### config.mk
export PLATFORM = sky130hd
export DESIGN_NAME = alu_result_buffer
export DESIGN_NICKNAME = d
export VERILOG_FILES = /design/src/rtl/alu_pkg.sv /design/src/rtl/alu_flag_gen.sv /design/src/rtl/alu_result_buffer.sv
export SDC_FILE = /design/constraint.sdc
export NUM_CORES = 1
export LEC_CHECK = 0
export CAP_MARGIN = 25
export CORE_UTILIZATION = 60
export CTS_CLUSTER_SIZE = 16
export DETAILED_ROUTE_END_ITERATION = 10
export PLACE_DENSITY = 0.83
export SYNTH_ARGS = -nofsm -noshare
export SYNTH_HDL_FRONTEND = slang
export SYNTH_SLANG_ARGS = --single-unit
### constraint.sdc
create_clock -name clk -period 3.2 [get_ports clk]
set_input_delay 0.32 -clock clk [delete_from_list [all_inputs] [get_ports clk]]
set_output_delay 0.32 -clock clk [all_outputs]
set_load 0.1 [all_outputs]
### src/rtl/alu_pkg.sv
// Shared ALU definitions: datapath widths, opcode encodings and the packed
// result-buffer entry that carries a result with its opcode and status flags.
package alu_pkg;

   localparam int unsigned ALU_DATA_W = 6;
   localparam int unsigned ALU_OP_W   = 3;

   localparam logic [ALU_OP_W-1:0] OP_0 = 3'b000;
   localparam logic [ALU_OP_W-1:0] OP_1 = 3'b001;
   localparam logic [ALU_OP_W-1:0] OP_2 = 3'b010;
   localparam logic [ALU_OP_W-1:0] OP_3 = 3'b011;
   localparam logic [ALU_OP_W-1:0] OP_4 = 3'b100;
   localparam logic [ALU_OP_W-1:0] OP_5 = 3'b101;
   localparam logic [ALU_OP_W-1:0] OP_6 = 3'b110;
   localparam logic [ALU_OP_W-1:0] OP_7 = 3'b111;

   // One buffered result; flags are captured together with the result.
   typedef struct packed {
      logic [ALU_OP_W-1:0]   opcode;
      logic [ALU_DATA_W-1:0] result;
      logic                  zero;
      logic                  neg;
      logic                  parity;
   } alu_entry_t;

endpackage

### src/rtl/alu_flag_gen.sv
// Combinational status-flag generator: zero, sign (MSB) and XOR parity of a
// result word. Shared between the ALU top and the result buffer push side.
module alu_flag_gen
   import alu_pkg::*;
#(
   parameter int unsigned W = ALU_DATA_W
) (
   input  logic [W-1:0] result,
   output logic         zero,
   output logic         neg,
   output logic         parity
);

   // Flags are pure functions of the result word.
   always_comb begin
      zero   = (result == '0);
      neg    = result[W-1];
      parity = ^result;
   end

endmodule

### src/rtl/alu_result_buffer.sv
// ALU result buffer: first-word-fall-through FIFO between the ALU output
// multiplexer and the consumer, with valid/ready handshakes on both sides.
// Status flags are computed when a result is pushed and stored with it.
// DATA_W/OP_W must match ALU_DATA_W/ALU_OP_W since entries use alu_entry_t.
// Optional macro ALU_BUF_STATS_EN adds push_count and peak_level outputs.
module alu_result_buffer
   import alu_pkg::*;
#(
   parameter int unsigned DATA_W = ALU_DATA_W,
   parameter int unsigned OP_W   = ALU_OP_W,
   parameter int unsigned DEPTH  = 4
) (
   input  logic                    clk,
   input  logic                    rst,
   input  logic                    in_valid,
   output logic                    in_ready,
   input  logic [DATA_W-1:0]       in_result,
   input  logic [OP_W-1:0]         in_opcode,
   output logic                    out_valid,
   input  logic                    out_ready,
   output logic [DATA_W-1:0]       out_result,
   output logic [OP_W-1:0]         out_opcode,
   output logic                    out_zero,
   output logic                    out_neg,
`ifdef ALU_BUF_STATS_EN
   output logic [7:0]              push_count,
   output logic [$clog2(DEPTH):0]  peak_level,
`endif
   output logic                    out_parity
);

   localparam int unsigned PTR_W = $clog2(DEPTH);
   localparam int unsigned CNT_W = PTR_W + 1;
   localparam logic [CNT_W-1:0] FULL_LEVEL = CNT_W'(DEPTH);

   alu_entry_t        mem [DEPTH];
   logic [PTR_W-1:0]  wr_ptr;
   logic [PTR_W-1:0]  rd_ptr;
   logic [CNT_W-1:0]  count;
   logic [CNT_W-1:0]  count_next;

   logic              push;
   logic              pop;
   logic              in_zero;
   logic              in_neg;
   logic              in_parity;
   alu_entry_t        wr_entry;
   alu_entry_t        head;

   alu_flag_gen #(
      .W (DATA_W)
   ) u_flags (
      .result (in_result),
      .zero   (in_zero),
      .neg    (in_neg),
      .parity (in_parity)
   );

   // Handshake qualification; in_ready depends on registered count only.
   always_comb begin
      in_ready  = (count != FULL_LEVEL);
      out_valid = (count != '0);
      push      = in_valid & in_ready;
      pop       = out_valid & out_ready;
   end

   // Assemble the entry written on push, flags taken from the live input.
   always_comb begin
      wr_entry        = '0;
      wr_entry.opcode = in_opcode;
      wr_entry.result = in_result;
      wr_entry.zero   = in_zero;
      wr_entry.neg    = in_neg;
      wr_entry.parity = in_parity;
   end

   // Occupancy update; simultaneous push and pop leaves it unchanged.
   always_comb begin
      count_next = count;
      case ({push, pop})
         2'b10:   count_next = count + 1'b1;
         2'b01:   count_next = count - 1'b1;
         default: count_next = count;
      endcase
   end

   // Entry storage, cleared on reset and written at wr_ptr on push.
   always_ff @(posedge clk or posedge rst) begin
      if (rst) begin
         for (int unsigned i = 0; i < DEPTH; i++) begin
            mem[i] <= '0;
         end
      end else if (push) begin
         mem[wr_ptr] <= wr_entry;
      end
   end

   // Pointers wrap naturally because DEPTH is a power of two.
   always_ff @(posedge clk or posedge rst) begin
      if (rst) begin
         wr_ptr <= '0;
         rd_ptr <= '0;
         count  <= '0;
      end else begin
         if (push) begin
            wr_ptr <= wr_ptr + 1'b1;
         end
         if (pop) begin
            rd_ptr <= rd_ptr + 1'b1;
         end
         count <= count_next;
      end
   end

   // Head entry presented combinationally; all fields forced to 0 when empty.
   always_comb begin
      head       = mem[rd_ptr];
      out_result = '0;
      out_opcode = '0;
      out_zero   = 1'b0;
      out_neg    = 1'b0;
      out_parity = 1'b0;
      if (out_valid) begin
         out_result = head.result;
         out_opcode = head.opcode;
         out_zero   = head.zero;
         out_neg    = head.neg;
         out_parity = head.parity;
      end
   end

`ifdef ALU_BUF_STATS_EN
   // Accepted-push counter (wraps) and high-water mark of occupancy.
   always_ff @(posedge clk or posedge rst) begin
      if (rst) begin
         push_count <= '0;
         peak_level <= '0;
      end else begin
         if (push) begin
            push_count <= push_count + 8'd1;
         end
         if (count_next > peak_level) begin
            peak_level <= count_next;
         end
      end
   end
`endif

endmodule
==> results.cfg, run 1 <==
[floorplanning]
die_w_um = 69.0
io_pins = 27
initial_core_util = 0.623
die_area_sq_mm = 0.00476
fp-row-count = 24
die_height_um = 69.0
fp.coreArea_sq_mm = 0.00432

[synth]
syn_inst = 168
yosys_warnings = 0
yosys.area.top_type_share = 0.474
synth_common_cells = 51 x dfrtp_1, 40 x mux2_4, 12 x and2_1, 12 x inv_1, 11 x mux4_2
async_flop_share = 1.00
synth_seq_cells = 51
yosysSeqAreaShare = 0.474
netlist_top_cells_area = dfrtp_1 47%, mux2_4 22%, mux4_2 9.2%
postSynthAreaPerCell_sq_um = 16.0
synth_edf_count = 0
synth_largest_area_cell = dfrtp_1
yosys.cell_types.count = 23
synth_nets = 190
ys.flop_type = dfrtp_1
synth.most_common_cell = dfrtp_1
netlist_area_sq_mm = 0.00269

[sta]
tns_ns = 0
timing.final.crit_share = 0.790
rsz0062_at_grt = no
hold_viol_final = 0
fin_crit_ns = 2.53
fmax_mhz = 395
fin_skew_ns = 0.00530
relSlewSlack = 0.357
worstMarginPinSlew_ns = 0.962
drv_slew = 0
setup_violations = 0

[setup_path]
cp.required_ns = 2.88
critPathLaunch = count[0]
cp_max_fo = 6
r2r-start = count[0]
end_kind = primary output
crit_arrival_ns = 2.21
crit_type = flop to primary output
start_kind = flop

[route]
wl_per_cell_um = 19.4
drt_first_pass_iters = 4
drcViolationCount = 0
wirelength_um = 4780
drt_iter0_markers = 71
vias_per_cell = 5.61
ant_nets = 0
vias = 1380

[final_layout]
syn_to_final_growth_pct = 11.8
multiInputGateArea_sq_mm = 0.00126
antenna_cells = 0
drive_above_1_share = 0.433
fill_cells = 305
regArea_sq_mm = 0.00128
nets = 215

[worst_hold_path]
min-delay-path-class = input port to async pin

[clock_tree]
clk_pin_slew_ns = 0.09
cts_setup_buffers = 0
ctsResizeCount = 0
cts.sinks = 51
htree_levels = 2
clock_latency_ns = 0.30
cts_tree = built
hold_buffers = 0
ctsRootBufferMaster = clkbuf_8
cts_inserted_buffers = 5
clock_path_buffers = 2

[place]
globalplace.congestion = 0.692
portBuffers = 26
hpwlAfterDp_um = 3100

[flow_run]
drv_cap = 0

[global_route]
grt_pass1_vias = 1583
grt_first_pass_wirelength_um = 8020
grt_max_degree = 52
grt_remaining_overflow = 0
antenna_found_initial = 0
grt_use_total = 0.222

[run_status]
status = finished, final reports clean
[stage by stage]
stage	setup slack, ns	utilization	cell area (sq um)	hold slack [ns]	std cells
floorplan	0.0748	-	2690	0.446	168
global placement	1.03	0.665	2870	0.472	237
detailed placement	0.970	0.665	2870	0.478	237
CTS	0.650	0.692	2990	0.487	245
global route	0.591	0.696	3010	0.211	246
finish	0.671	0.696	3010	0.214	246
[sequential cells by signal, indices dropped and copies added (netlist names)]
register  cells
mem          44
rd_ptr        2
wr_ptr        2
count         3
[layout by cell type, fill, tap and decap left out, drive strengths merged, types with 6 or more instances in the layout]
cell and count:
inv 12, ha 8, mux4 11, dfrtp 51
clkbuf 6, mux2 45, buf 14, and2 12
clkdlybuf4s50 13
[path summary, 6_finish.rpt]
check,endpoint,slack (ns),cells past startpoint
setup / recovery,in_ready,0.67,2
hold / removal,mem[11],0.21,2
setup reg to reg,count[2],0.95,8
hold reg to reg,count[2],0.49,1
max in group asynchronous,mem[39],2.53,3
min in group clk,count[2],0.49,1
[cell type report]
| cell class | instances | share of cell area |
|---|---|---|
| Clock inverter | 2 | 0.0116 |
| Sequential cell | 51 | 0.424 |
| Clock buffer | 6 | 0.0274 |
| Tap cell | 52 | 0.0216 |
| Multi-Input combinational cell | 96 | 0.418 |
| Timing Repair Buffer | 27 | 0.0823 |
| Inverter | 12 | 0.0150 |
[worst max-delay path: stages, from the launching register on]
cell             delay (ns)
dfrtp_1                0.42
or3b_1                 0.48
clkdlybuf4s50_1        1.01
[routing by layer]
metal,part of all wire,global-route usage
met3,0.034,0.0453
met2,0.51,0.360
met4,0.010,0.0816
met1,0.45,0.298
met5,0,0
[cell families after synthesis]
family / synth area share
buf+inv: 0.0585
mux: 0.340
simple gates: 0.0576
flops: 0.474
xor+xnor: 0.0260
fa+ha+maj: 0.0446
Power of run 1 is not shown: default switching activity piles up to over one toggle a cycle in this logic, so the estimate is an artifact.
==> inputs of run 2 (changes only) <==
- CORE_UTILIZATION: 60 -> 51
- PLACE_DENSITY: 0.83 -> 0.75
- clock period: 3.2 -> 2.1 ns (I/O delays scaled with it)
==> run 2 against run 1 <==
Compared with the run above: clock skew rose by 0.0017 ns; clock-buffer cell count did not move; register-to-register slack got worse by 0.89 ns; sequential share of layout area fell by 3.5 points; critical endpoint is now count[2]; die area rose by 17%; worst setup slack got worse by 0.61 ns; wire length rose by 5.2%; critical path type is now flop to flop.
==> results.cfg, run 2 (same netlist as run 1, synthesis figures left out) <==
[setup_path]
critical_path_buf_inv_count = 1
worst_path_dominant_cell_family = simple AND/OR/NAND/NOR gates
critPathMaxStageDelay_ns = 0.50
crit_top_cell = xor2_1
crit_arrival_ns = 2.23
cp_max_fo = 3
start_kind = flop
crit_type = flop to flop
crit_slowest_cell = or3_2
crit_chain = or3_2 > and2_4 > ha_4 > inv_1 > fa_2 > xor2_1 > nor2_1 > xor2_1
end_kind = flop
cp.required_ns = 2.29

[final_layout]
largest_reg_flops = 44
multiInputGateArea_sq_mm = 0.00129
final_common_cell = dfrtp_1
drive_above_1_share = 0.500
reg_top3 = mem x44, count x3
post-route-util = 0.644
regArea_sq_mm = 0.00128
fill_cells = 375
syn_to_final_growth_pct = 22.1
nets = 225
final_cell_mix = 50 x dfrtp_1, 40 x mux2_4, 13 x buf_12
largest-register = mem
antenna_cells = 0

[global_route]
grt_use_met3 = 0.0522
grt_remaining_overflow = 0
grt_max_degree = 28
grtUsageMet2 = 0.340
grt-busiest-layer = met2
grt_use_total = 0.212
grt_first_pass_wirelength_um = 8310
grtUsageMet1 = 0.274
grt_pass1_vias = 1656
antenna_found_initial = 0

[route]
wirelength_um = 5030
ant_nets = 0
drt_iter0_markers = 51
wl_per_cell_um = 18.3
vias_per_cell = 5.33
drcViolationCount = 0
drt_first_pass_iters = 4
vias = 1460

[floorplanning]
die_area_sq_mm = 0.00558
die_w_um = 74.7
fp-row-count = 26
die_height_um = 74.7
initial_core_util = 0.527
fp.coreArea_sq_mm = 0.00511
io_pins = 27

[run_status]
status = finished, final reports clean

[clock_tree]
clock_latency_ns = 0.30
hold_buffers = 0
ctsRootBufferMaster = clkbuf_8
htree_levels = 2
clk_pin_slew_ns = 0.09
cts_inserted_buffers = 5
cts_tree = built
clock_path_buffers = 2
cts.sinks = 51

[sta]
hold_viol_final = 0
fmax_mhz = 490
fin_crit_ns = 2.04
relSlewSlack = 0.620
timing.final.crit_share = 0.972
worstMarginPinSlew_ns = 0.570
rsz0062_at_grt = no
fin_skew_ns = 0.00704
setup_violations = 0
drv_slew = 0
tns_ns = 0

[place]
hpwlAfterDp_um = 3460
portBuffers = 26
globalplace.congestion = 0.714

[worst_hold_path]
min-delay-path-class = input port to async pin

[flow_run]
drv_cap = 0
run 2: per-stage QoR:
stage          std cells  hold slack [ns]  area (sq um)  setup slack [ns]
3_3_place_gp         262            0.465          3120             0.109
2_1_floorplan        168            0.355          2720           0.00617
3_5_place_dp         262            0.464          3120            0.0165
6_report             274            0.274          3290            0.0590
4_1_cts              271            0.283          3250           0.00922
5_1_grt              274            0.338          3290            0.0151
run 2: cell type report:
type                    count  share of cell area
multi-input cells          96               0.392
flip-flops and latches     51               0.389
repair buffers             37               0.143
well taps                  70              0.0266
clock buffers               6              0.0251
inverters                  12              0.0137
clock inverters             2              0.0107
run 2: metal layers:
metal  up-vias  routed length, um
li1        652                  -
met1       754               2240
met2        42               2490
met3        12                193
met4         0                105
met5         -                  0
run 2: what timing repair did:
| item | 4_1_cts | 5_1_grt |
|---|---|---|
| buffers inserted | 1 | 3 |
| setup endpoints to repair | 1 | 4 |
| resized for setup | 0 | 4 |
| pin swaps | 2 | 4 |
run 2: worst paths after layout:
check	from	to	slack (ns)	cells past startpoint
max	count[0]	count[2]	0.06	8
min	rst	mem[23]	0.27	2
max reg2reg	count[0]	count[2]	0.06	8
min reg2reg	count[2]	count[2]	0.49	1
max in group asynchronous	rst	mem[24]	1.21	3
min in group clk	count[2]	count[2]	0.49	1
Power of run 2 is left out for the same reason.
